--- src/rtl/dual_issue_pkg.sv ---
// Shared opcode constants and register-field decode for the dual-issue queue.
// Decode covers only the opcode subset the pairing rules care about.
package dual_issue_pkg;

    localparam logic [31:0] NOP_INSTR = 32'd0;

    localparam logic [5:0] OP_RTYPE = 6'h00;
    localparam logic [5:0] OP_J     = 6'h02;
    localparam logic [5:0] OP_JAL   = 6'h03;
    localparam logic [5:0] OP_BEQ   = 6'h04;
    localparam logic [5:0] OP_BNE   = 6'h05;
    localparam logic [5:0] OP_ADDI  = 6'h08;
    localparam logic [5:0] OP_ADDIU = 6'h09;
    localparam logic [5:0] OP_ANDI  = 6'h0C;
    localparam logic [5:0] OP_ORI   = 6'h0D;
    localparam logic [5:0] OP_LUI   = 6'h0F;
    localparam logic [5:0] OP_LW    = 6'h23;
    localparam logic [5:0] OP_SW    = 6'h2B;

    typedef struct packed {
        logic       has_dest;
        logic [4:0] dest;
        logic       has_rs;
        logic [4:0] rs;
        logic       has_rt;
        logic [4:0] rt;
    } regs_t;

    function automatic logic is_branch(input logic [5:0] op);
        return (op == OP_J) || (op == OP_JAL) || (op == OP_BEQ) || (op == OP_BNE);
    endfunction

    function automatic regs_t decode_regs(input logic [31:0] instr);
        regs_t      r;
        logic [5:0] op;
        op = instr[31:26];
        r  = '0;
        r.rs = instr[25:21];
        r.rt = instr[20:16];
        case (op)
            OP_RTYPE: begin
                r.has_dest = 1'b1;
                r.dest     = instr[15:11];
            end
            OP_ADDI, OP_ADDIU, OP_ANDI, OP_ORI, OP_LUI, OP_LW: begin
                r.has_dest = 1'b1;
                r.dest     = instr[20:16];
            end
            default: ;
        endcase
        case (op)
            OP_RTYPE, OP_SW, OP_BEQ, OP_BNE: begin
                r.has_rs = 1'b1;
                r.has_rt = 1'b1;
            end
            OP_ADDI, OP_ADDIU, OP_ANDI, OP_ORI, OP_LW: r.has_rs = 1'b1;
            default: ;
        endcase
        return r;
    endfunction

endpackage

--- src/rtl/pair_check.sv ---
// Combinational hazard check: can younger instruction B issue alongside older A.
// Register $0 is never a hazard since writes to it are discarded.
module pair_check
    import dual_issue_pkg::*;
(
    input  logic [31:0] i_a,
    input  logic [31:0] i_b,
    output logic        o_can_pair
);

    regs_t w_ra, w_rb;
    logic  w_a_writes, w_raw, w_waw;

    assign w_ra = decode_regs(i_a);
    assign w_rb = decode_regs(i_b);

    assign w_a_writes = w_ra.has_dest && (w_ra.dest != 5'd0);
    assign w_raw = w_a_writes && ((w_rb.has_rs && (w_rb.rs == w_ra.dest)) ||
                                  (w_rb.has_rt && (w_rb.rt == w_ra.dest)));
    assign w_waw = w_a_writes && w_rb.has_dest && (w_rb.dest == w_ra.dest);

    assign o_can_pair = !is_branch(i_a[31:26]) && !w_raw && !w_waw;

endmodule

--- src/rtl/dual_issue_queue.sv ---
// Circular instruction queue feeding a two-lane EX stage; issues head and
// head+1 together when pair_check allows, otherwise one (or none) per cycle.
module dual_issue_queue
    import dual_issue_pkg::*;
#(
    parameter int          DEPTH = 8,
    parameter logic [31:0] NOP   = NOP_INSTR
) (
    input  logic                     clk,
    input  logic                     reset,
    input  logic                     in_valid,
    input  logic                     in_pair,
    input  logic [31:0]              in_instr0,
    input  logic [31:0]              in_instr1,
    output logic                     in_ready,
    input  logic                     flush,
    input  logic                     ex_stall,
    output logic [31:0]              instr1_out,
    output logic [31:0]              instr2_out,
    output logic [31:0]              pair_count,
    output logic [$clog2(DEPTH):0]   occupancy
);

    localparam int AW = $clog2(DEPTH);
    localparam int CW = AW + 1;

    logic [31:0]   r_mem [DEPTH];
    logic [AW-1:0] r_head, r_tail;
    logic [CW-1:0] r_count;
    logic [31:0]   r_out1, r_out2, r_pairs;

    logic [31:0]   w_a, w_b;
    logic          w_can_pair, w_push, w_issue;
    logic [1:0]    w_push_n, w_pop_n;

    assign w_a = r_mem[r_head];
    assign w_b = r_mem[r_head + AW'(1)];

    pair_check u_pair_check (
        .i_a        (w_a),
        .i_b        (w_b),
        .o_can_pair (w_can_pair)
    );

    // Two free slots are always required so a pair offer never needs splitting.
    assign in_ready = (r_count <= CW'(DEPTH - 2));
    assign w_push   = in_valid && in_ready;
    assign w_push_n = w_push ? (in_pair ? 2'd2 : 2'd1) : 2'd0;
    assign w_issue  = !ex_stall && !flush;

    always_comb begin
        w_pop_n = 2'd0;
        if (w_issue) begin
            if (r_count >= CW'(2))
                w_pop_n = w_can_pair ? 2'd2 : 2'd1;
            else if (r_count == CW'(1))
                w_pop_n = 2'd1;
        end
    end

    always_ff @(posedge clk) begin
        if (reset || flush) begin
            r_head  <= '0;
            r_tail  <= '0;
            r_count <= '0;
            r_out1  <= NOP;
            r_out2  <= NOP;
        end else begin
            if (w_push) begin
                r_mem[r_tail] <= in_instr0;
                if (in_pair)
                    r_mem[r_tail + AW'(1)] <= in_instr1;
                r_tail <= r_tail + AW'(w_push_n);
            end
            if (w_issue) begin
                r_out1 <= (w_pop_n != 2'd0) ? w_a : NOP;
                r_out2 <= (w_pop_n == 2'd2) ? w_b : NOP;
                r_head <= r_head + AW'(w_pop_n);
            end
            r_count <= r_count + CW'(w_push_n) - CW'(w_pop_n);
        end
    end

    always_ff @(posedge clk) begin
        if (reset)
            r_pairs <= '0;
        else if (w_pop_n == 2'd2)
            r_pairs <= r_pairs + 32'd1;
    end

    assign instr1_out = r_out1;
    assign instr2_out = r_out2;
    assign pair_count = r_pairs;
    assign occupancy  = r_count;

endmodule
--- config.mk ---
export PLATFORM = sky130hd
export DESIGN_NAME = dual_issue_queue
export DESIGN_NICKNAME = d
export VERILOG_FILES = /design/src/rtl/dual_issue_pkg.sv /design/src/rtl/pair_check.sv /design/src/rtl/dual_issue_queue.sv
export SDC_FILE = /design/constraint.sdc
export NUM_CORES = 1
export LEC_CHECK = 0
export BUFFER_PORTS_ARGS = -buffer_cell sky130_fd_sc_hd__buf_2
export CORE_ASPECT_RATIO = 0.7
export CORE_UTILIZATION = 55
export DETAILED_ROUTE_END_ITERATION = 12
export PLACE_DENSITY = 0.86
export REMOVE_ABC_BUFFERS = 1
export SYNTH_ARGS = -nofsm -noshare
export SYNTH_HDL_FRONTEND = slang
export SYNTH_SLANG_ARGS = --single-unit
--- constraint.sdc ---
create_clock -name clk -period 6 [get_ports clk]
set_input_delay 1.2 -clock clk [delete_from_list [all_inputs] [get_ports clk]]
set_output_delay 1.2 -clock clk [all_outputs]
set_load 0.02 [all_outputs]
Word level (Yosys, flattened, before mapping)

Memory sizes are Yosys's and may differ from the RTL's. A register that Yosys moved wholly into a read port is not among the register bits.
Cells that the tools add are included.

Reductions and logical operators: 28
Order comparisons: 2
Mux-type cells: 21
Add/subtract/negate cells: 7
Equal/unequal tests: 24

Operators by type and width:

| kind                  | count |
|---|---|
| $mux 32               | 2 |
| $eq 6x4->1 const B    | 10 |
| $add 32x1->32 const B | 1 |
| $eq 6x3->1 const B    | 4 |
| $pmux 6 s2            | 2 |
| $eq 6x6->1 const B    | 3 |
| $eq 5x5->1            | 3 |
| $eq 6x2->1 const B    | 2 |
| $logic_not 6->1       | 2 |
| $reduce_or 6->1       | 2 |
| $logic_and 1x1->1     | 10 |
| $mux 1                | 10 |
| $mux 2                | 5 |
| $reduce_or 9->1       | 1 |
| $add 3x1->3 const B   | 2 |
| $add 3x2->3           | 2 |
| $mux 3                | 2 |
| $logic_not 1->1       | 5 |
| $logic_or 1x1->1      | 5 |
| $reduce_bool 5->1     | 1 |
| $add 4x2->4           | 1 |
| $eq 4x1->1 const B    | 1 |
| $ge 4x2->1 const B    | 1 |
| $le 4x3->1 const B    | 1 |
| other kinds (4)       | 4 |

Register bits after elaboration: 106
Output and inout bits: 101
Memories kept: 1
Input bits: 70
Memory bits (writable): 256

Memories:

| memory | depth | width | rd ports | clocked after Yosys merged registers in | wr ports | RTL line               | source |
|---|---|---|---|---|---|---|---|
| r_mem  | 8     | 32    | 2        | 1                                       | 2        | dual_issue_queue.sv:27 | `logic [31:0] r_mem [DEPTH];` |

Longest topological paths before layout

An unclocked memory read counts as a cell.

Depth after elaboration: 17
Depth in mapped cells: 22
Mapped depth without buffers: 18

Modules after synthesis

Synthesis repeated with hierarchy kept, for this count alone.

Cell total of the unflattened synthesis: 1285
Area total of the unflattened synthesis: 19787.7 µm²

Modules (own cells, without submodules):

| module           | sequential area each (µm²) | area each (µm²) | times used | cells an instance |
|---|---|---|---|---|
| dual_issue_queue | 9869.5                     | 19134.6         | 1          | 1186 |
| pair_check       | 0.0                        | 653.1           | 1          | 99 |

Least setup slack after synthesis

No wires, ideal clock.

Path kind: register to register
Start: reg with a tool-made name
End: reg r_count[3], in the netlist occupancy[3]
Library setup time: 0.128 ns
Period minus slack after synthesis: 5.078 ns
Required time: 5.872 ns
Arrival: 4.951 ns
Cell stages (with the launch flop): 22
Slack: 0.922 ns
Buffers on the path: 5
Cell sequence: dfxtp_1 buf_2 buf_2 buf_2 mux4_2 mux2i_1 nor3_1 a211o_1 o41ai_1 mux2i_1 a31o_1 buf_6 buf_2 or2_2 nor2_1 fa_1 inv_1 ha_1 a21o_1 a21oi_1 xnor2_1 nor2_1

RTL lines:

| element                | RTL line               | source |
|---|---|---|
| end signal: assignment | dual_issue_queue.sv:80 | `r_count <= r_count + CW'(w_push_n) - CW'(w_pop_n);` |
| end: declaration       | dual_issue_queue.sv:29 | `logic [CW-1:0] r_count;` |

Final worst setup path

Start: reg r_head[1]
End: reg r_count[3], in the netlist occupancy[3]

Word-level cells in the longest chain between the ends: 15

RTL lines:

| element                                                            | RTL line               | source |
|---|---|---|
| start: declaration                                                 | dual_issue_queue.sv:28 | `logic [AW-1:0] r_head, r_tail;` |
| start signal: assignment                                           | dual_issue_queue.sv:78 | `r_head <= r_head + AW'(w_pop_n);` |
| $add 3x1->3 *                                                      | dual_issue_queue.sv:37 | `assign w_b = r_mem[r_head + AW'(1)];` |
| $mem_v2 8x32 *                                                     | n/a                    |  |
| parallel branches: the longest is 8 deep, another holds $eq 6x4->1 | n/a                    |  |
| $logic_and 1x1->1 *                                                | pair_check.sv:22       | `assign o_can_pair = !is_branch(i_a[31:26]) && !w_raw && !w_waw;` |
| $mux 2 *                                                           | dual_issue_queue.sv:55 | `w_pop_n = w_can_pair ? 2'd2 : 2'd1;` |
| $mux 2 *                                                           | dual_issue_queue.sv:54 | `if (r_count >= CW'(2))` |
| $mux 2 *                                                           | dual_issue_queue.sv:53 | `if (w_issue) begin` |
| $sub 4x2->4 *                                                      | dual_issue_queue.sv:80 |  |

Every way passes the cells marked *.
A chain may end at the register's enable or synchronous reset.

==> results.toml <==
[outcome]
status = "completed"

[die]
ios = 171
start_util_pct = 56.27
dieWidth_um = 232.1
die_area_mm2 = 0.03784
core-area_mm2 = 0.03621
die_h_um = 163.0
num_rows = 58

[clock_network]
cts-htree-levels = 2
clkLatencyLatePin_ps = 550
clk_pin_slew_ps = 70
cts_hold_buf = 0
root_buffer = "clkbuf_16"
numCtsBuffers = 37
cts_tree = "built"
clk_path_buf_depth = 3
clkSinkCount = 365

[synth]
ys_warn_count = 0
synth_ff_type = "edfxtp_1"
synth_edf_count = 256
syn-cell-area_mm2 = 0.02038
yosys.cell_types.count = 75
synth_cells = 1474
async_reset_ff_share_pct = 0
synthesis.area_per_instance_um2 = 13.82
synth-seq-cells = 365
yosysSeqAreaShare_pct = 48.43

[setup_path]
worstSetupEndpointType = "register"
crit_type = "register to register"
critPathRequiredTime_ps = 6420
critPathLaunch = "r_head[1]"
critical_path.max_stage_delay_ps = 530
crit_family = "simple AND/OR/NAND/NOR gates"
cp_max_fo = 8
r2r_start = "r_head[1]"
cp_cell_sequence = "ha_4, xnor2_2, buf_4, mux2i_1, nand4_1, o32a_1, or3_1, and4_1, nor4_1, a31o_2, or2_2, nor2_1, fa_1, inv_1, ha_1, a21o_1, a21oi_1, xnor2_1, nor2_1"
cp_common_cell = "nor2_1"
slowest_stage = "xnor2_2"
cp.arrival_ps = 5990
cp_num_buf_inv = 2
critPathLaunchType = "register"

[power]
ir_drop_uv = 222.6
intPower_mw = 4.593
comb_power_share_pct = 16.2
p_switching_mw = 1.684
sw_frac_of_total_pct = 26.83
clkPwrFrac_pct = 39.1
power_frac_seq_pct = 44.7
power_density_mw_per_mm2 = 271.0
p_leak_nw = 7.895

[placed_design]
hpwl_um = 36740
numPortBuffers = 170
postPlaceCellArea_mm2 = 0.02185
dpl_worst_slack_ps = 418.4
placedCellCount = 2059
gp_congestion = 0.9398

[sta]
slew_viol_final = 0
fin_ws_ps = 430.0
rsz0062_at_grt = "false"
min_period_over_period_pct = 92.83
hold_violations = 0
slew_headroom_pct = 35.80
fin_crit_ps = 5570
maxClockFrequency_ghz = 0.1795
setup_viol = 0
finClkSkew_ps = 21.59
whs_ps = 451.9
worstMarginPinSlew_ps = 936.2

[global_routing]
grt_first_pass_wirelength_um = 87510
grt-ovfl-total = 0
antenna_found_initial = 13
grt_util_all_layers_pct = 31.32
grt_max_degree = 56
first_global_vias = 14400

[layout]
fillCellCount = 2557
final_cell_area_mm2 = 0.02317
area_growth_syn_to_layout_pct = 13.69
final_util_pct = 63.97
final_nets = 1704
multiInputGateArea_mm2 = 0.01011
final_cells = 2136
drive_above_1_share_pct = 45.63
seq_area_mm2 = 0.009879

[hold_path]
hold_path.class = "register to register"
hp-start = "instr2_out[22]"

[detailed_routing]
drc = 0
vias = 14660
viasPerCell = 6.861
drt_pass1_iterations = 6
drtAntennaViolNets = 0
wl_per_cell_um = 28.09
drt_wl_total_um = 60010
drt_iter0_drc = 2044

[job]
cap_violations = 0
what timing repair did:
| item | 4_1_cts | 5_1_grt |
|---|---|---|
| endpoints found under the setup margin | 0 | 1 |
| resized for setup | 0 | 0 |
| endpoints found under the hold margin | 0 | 0 |
| buffers inserted | 0 | 1 |
final cells by class:
cell class | instances | share of cell area, %
inverters | 18 | 0.2917
well taps | 480 | 2.592
clock inverters | 16 | 0.8102
multi-input cells | 984 | 43.65
repair buffers | 213 | 5.228
clock buffers | 52 | 4.693
flip-flops and latches | 365 | 42.65
diodes | 8 | 0.08642
routing by layer:
layer	GRT usage [%]	part of all wire, %	routed length, um
met5	0	0.073	44
met1	41.80	38	22660
met3	8.101	12	7344
met4	13.25	3.8	2257
met2	48.74	46	27700
Yosys cell counts, types with 7 or more instances:
cell      count  area, um2
o21ai_1      30      150.1
or4_1        13      97.59
o21ai_0      10      50.05
o31ai_1      15      112.6
clkbuf_1     58      217.7
mux2_4       14      210.2
a21oi_1      29      145.1
buf_2        21      105.1
o41ai_1       8      70.07
nor2_1       77      289.0
nor4_2       13      162.7
nor3_1       18      90.09
buf_1        16      60.06
mux2_2      297       3344
edfxtp_1    256       7687
xnor2_1       8      70.07
nor2b_1      15      93.84
nand4_1       9      56.30
nand3_1      32      160.2
mux4_2      116       2613
nor3b_1      13      97.59
ha_1         11      137.6
and3_1       12      75.07
dfxtp_1     109       2182
and2_1        7      43.79
buf_6         7      78.83
or3_1         8      50.05
mux2i_1      54      540.5
a22oi_1      29      217.7
inv_1        18      67.56
nand2_1      58      217.7
cells by family (layout without fill, tap and decap cells):
logic type / count (synthesis) / count (layout) / share of synthesized area [%]
buffers and inverters: 125 / 299 / 2.782
adder cells (fa/ha/maj): 15 / 15 / 1.068
AND/OR/NAND/NOR: 313 / 313 / 8.603
AO/OA/AOI/OAI: 160 / 160 / 5.502
other: 0 / 8 / 0
XOR/XNOR: 14 / 14 / 0.6386
flip-flops: 365 / 365 / 48.43
multiplexers: 482 / 482 / 32.97
cells in the final DEF, fill, tap and decap left out, drive strengths merged, types with 10 or more instances in the layout:
| cell type | Yosys | layout |
|---|---|---|
| nor3b | 14 | 14 |
| nand3 | 32 | 32 |
| a21oi | 29 | 29 |
| nand2 | 58 | 58 |
| nor2 | 77 | 77 |
| nor4 | 19 | 19 |
| a22oi | 29 | 29 |
| edfxtp | 256 | 256 |
| dfxtp | 109 | 109 |
| mux2 | 312 | 312 |
| nor3 | 18 | 18 |
| nor2b | 15 | 15 |
| clkinv | 0 | 10 |
| clkbuf | 58 | 52 |
| mux2i | 54 | 54 |
| o21ai | 40 | 40 |
| o31ai | 15 | 15 |
| buf | 49 | 213 |
| ha | 11 | 11 |
| inv | 18 | 19 |
| mux4 | 116 | 116 |
| or4 | 15 | 15 |
| and3 | 12 | 12 |
stage by stage:
step / power (mW) / setup TNS, ps
finish: 6.277 / 0
global route: 6.459 / 0
CTS: 6.263 / 0
detailed placement: 3.842 / 0
global placement: 3.816 / 0
floorplan: 3.504 / -194790
final timing paths:
kind | slack (ps) | cells after the start | to
max | 430 | 19 | occupancy[3]
min reg2reg | 450 | 2 | instr2_out[22]
min | 450 | 2 | instr2_out[22]
max reg2reg | 430 | 19 | occupancy[3]
state kept, by name, indices dropped and copies added (netlist names), named ones only:
signal,flops
instr2_out,32
pair_count,32
r_tail,3
r_mem,256
r_head,3
instr1_out,32
occupancy,4
worst reg2reg max path: stages (launching register included):
cell	delay [ps]
dfxtp_1	380
ha_4	210
xnor2_2	530
buf_4	320
mux2i_1	270
nand4_1	340
o32a_1	510
or3_1	360
and4_1	210
nor4_1	420
a31o_2	250
or2_2	130
nor2_1	90
fa_1	520
inv_1	70
ha_1	300
a21o_1	180
a21oi_1	170
xnor2_1	130
nor2_1	50
power by group through the flow:
stage / Sequential [mW] / Combinational [mW] / Clock, mW
2_1_floorplan: 2.90 / 0.605 / 0
3_3_place_gp: 2.85 / 0.961 / 0
3_5_place_dp: 2.86 / 0.984 / 0
4_1_cts: 2.81 / 0.993 / 2.46
5_1_grt: 2.81 / 1.08 / 2.57
6_report: 2.81 / 1.02 / 2.45
Note: power is estimated with default switching activity, not from simulation.
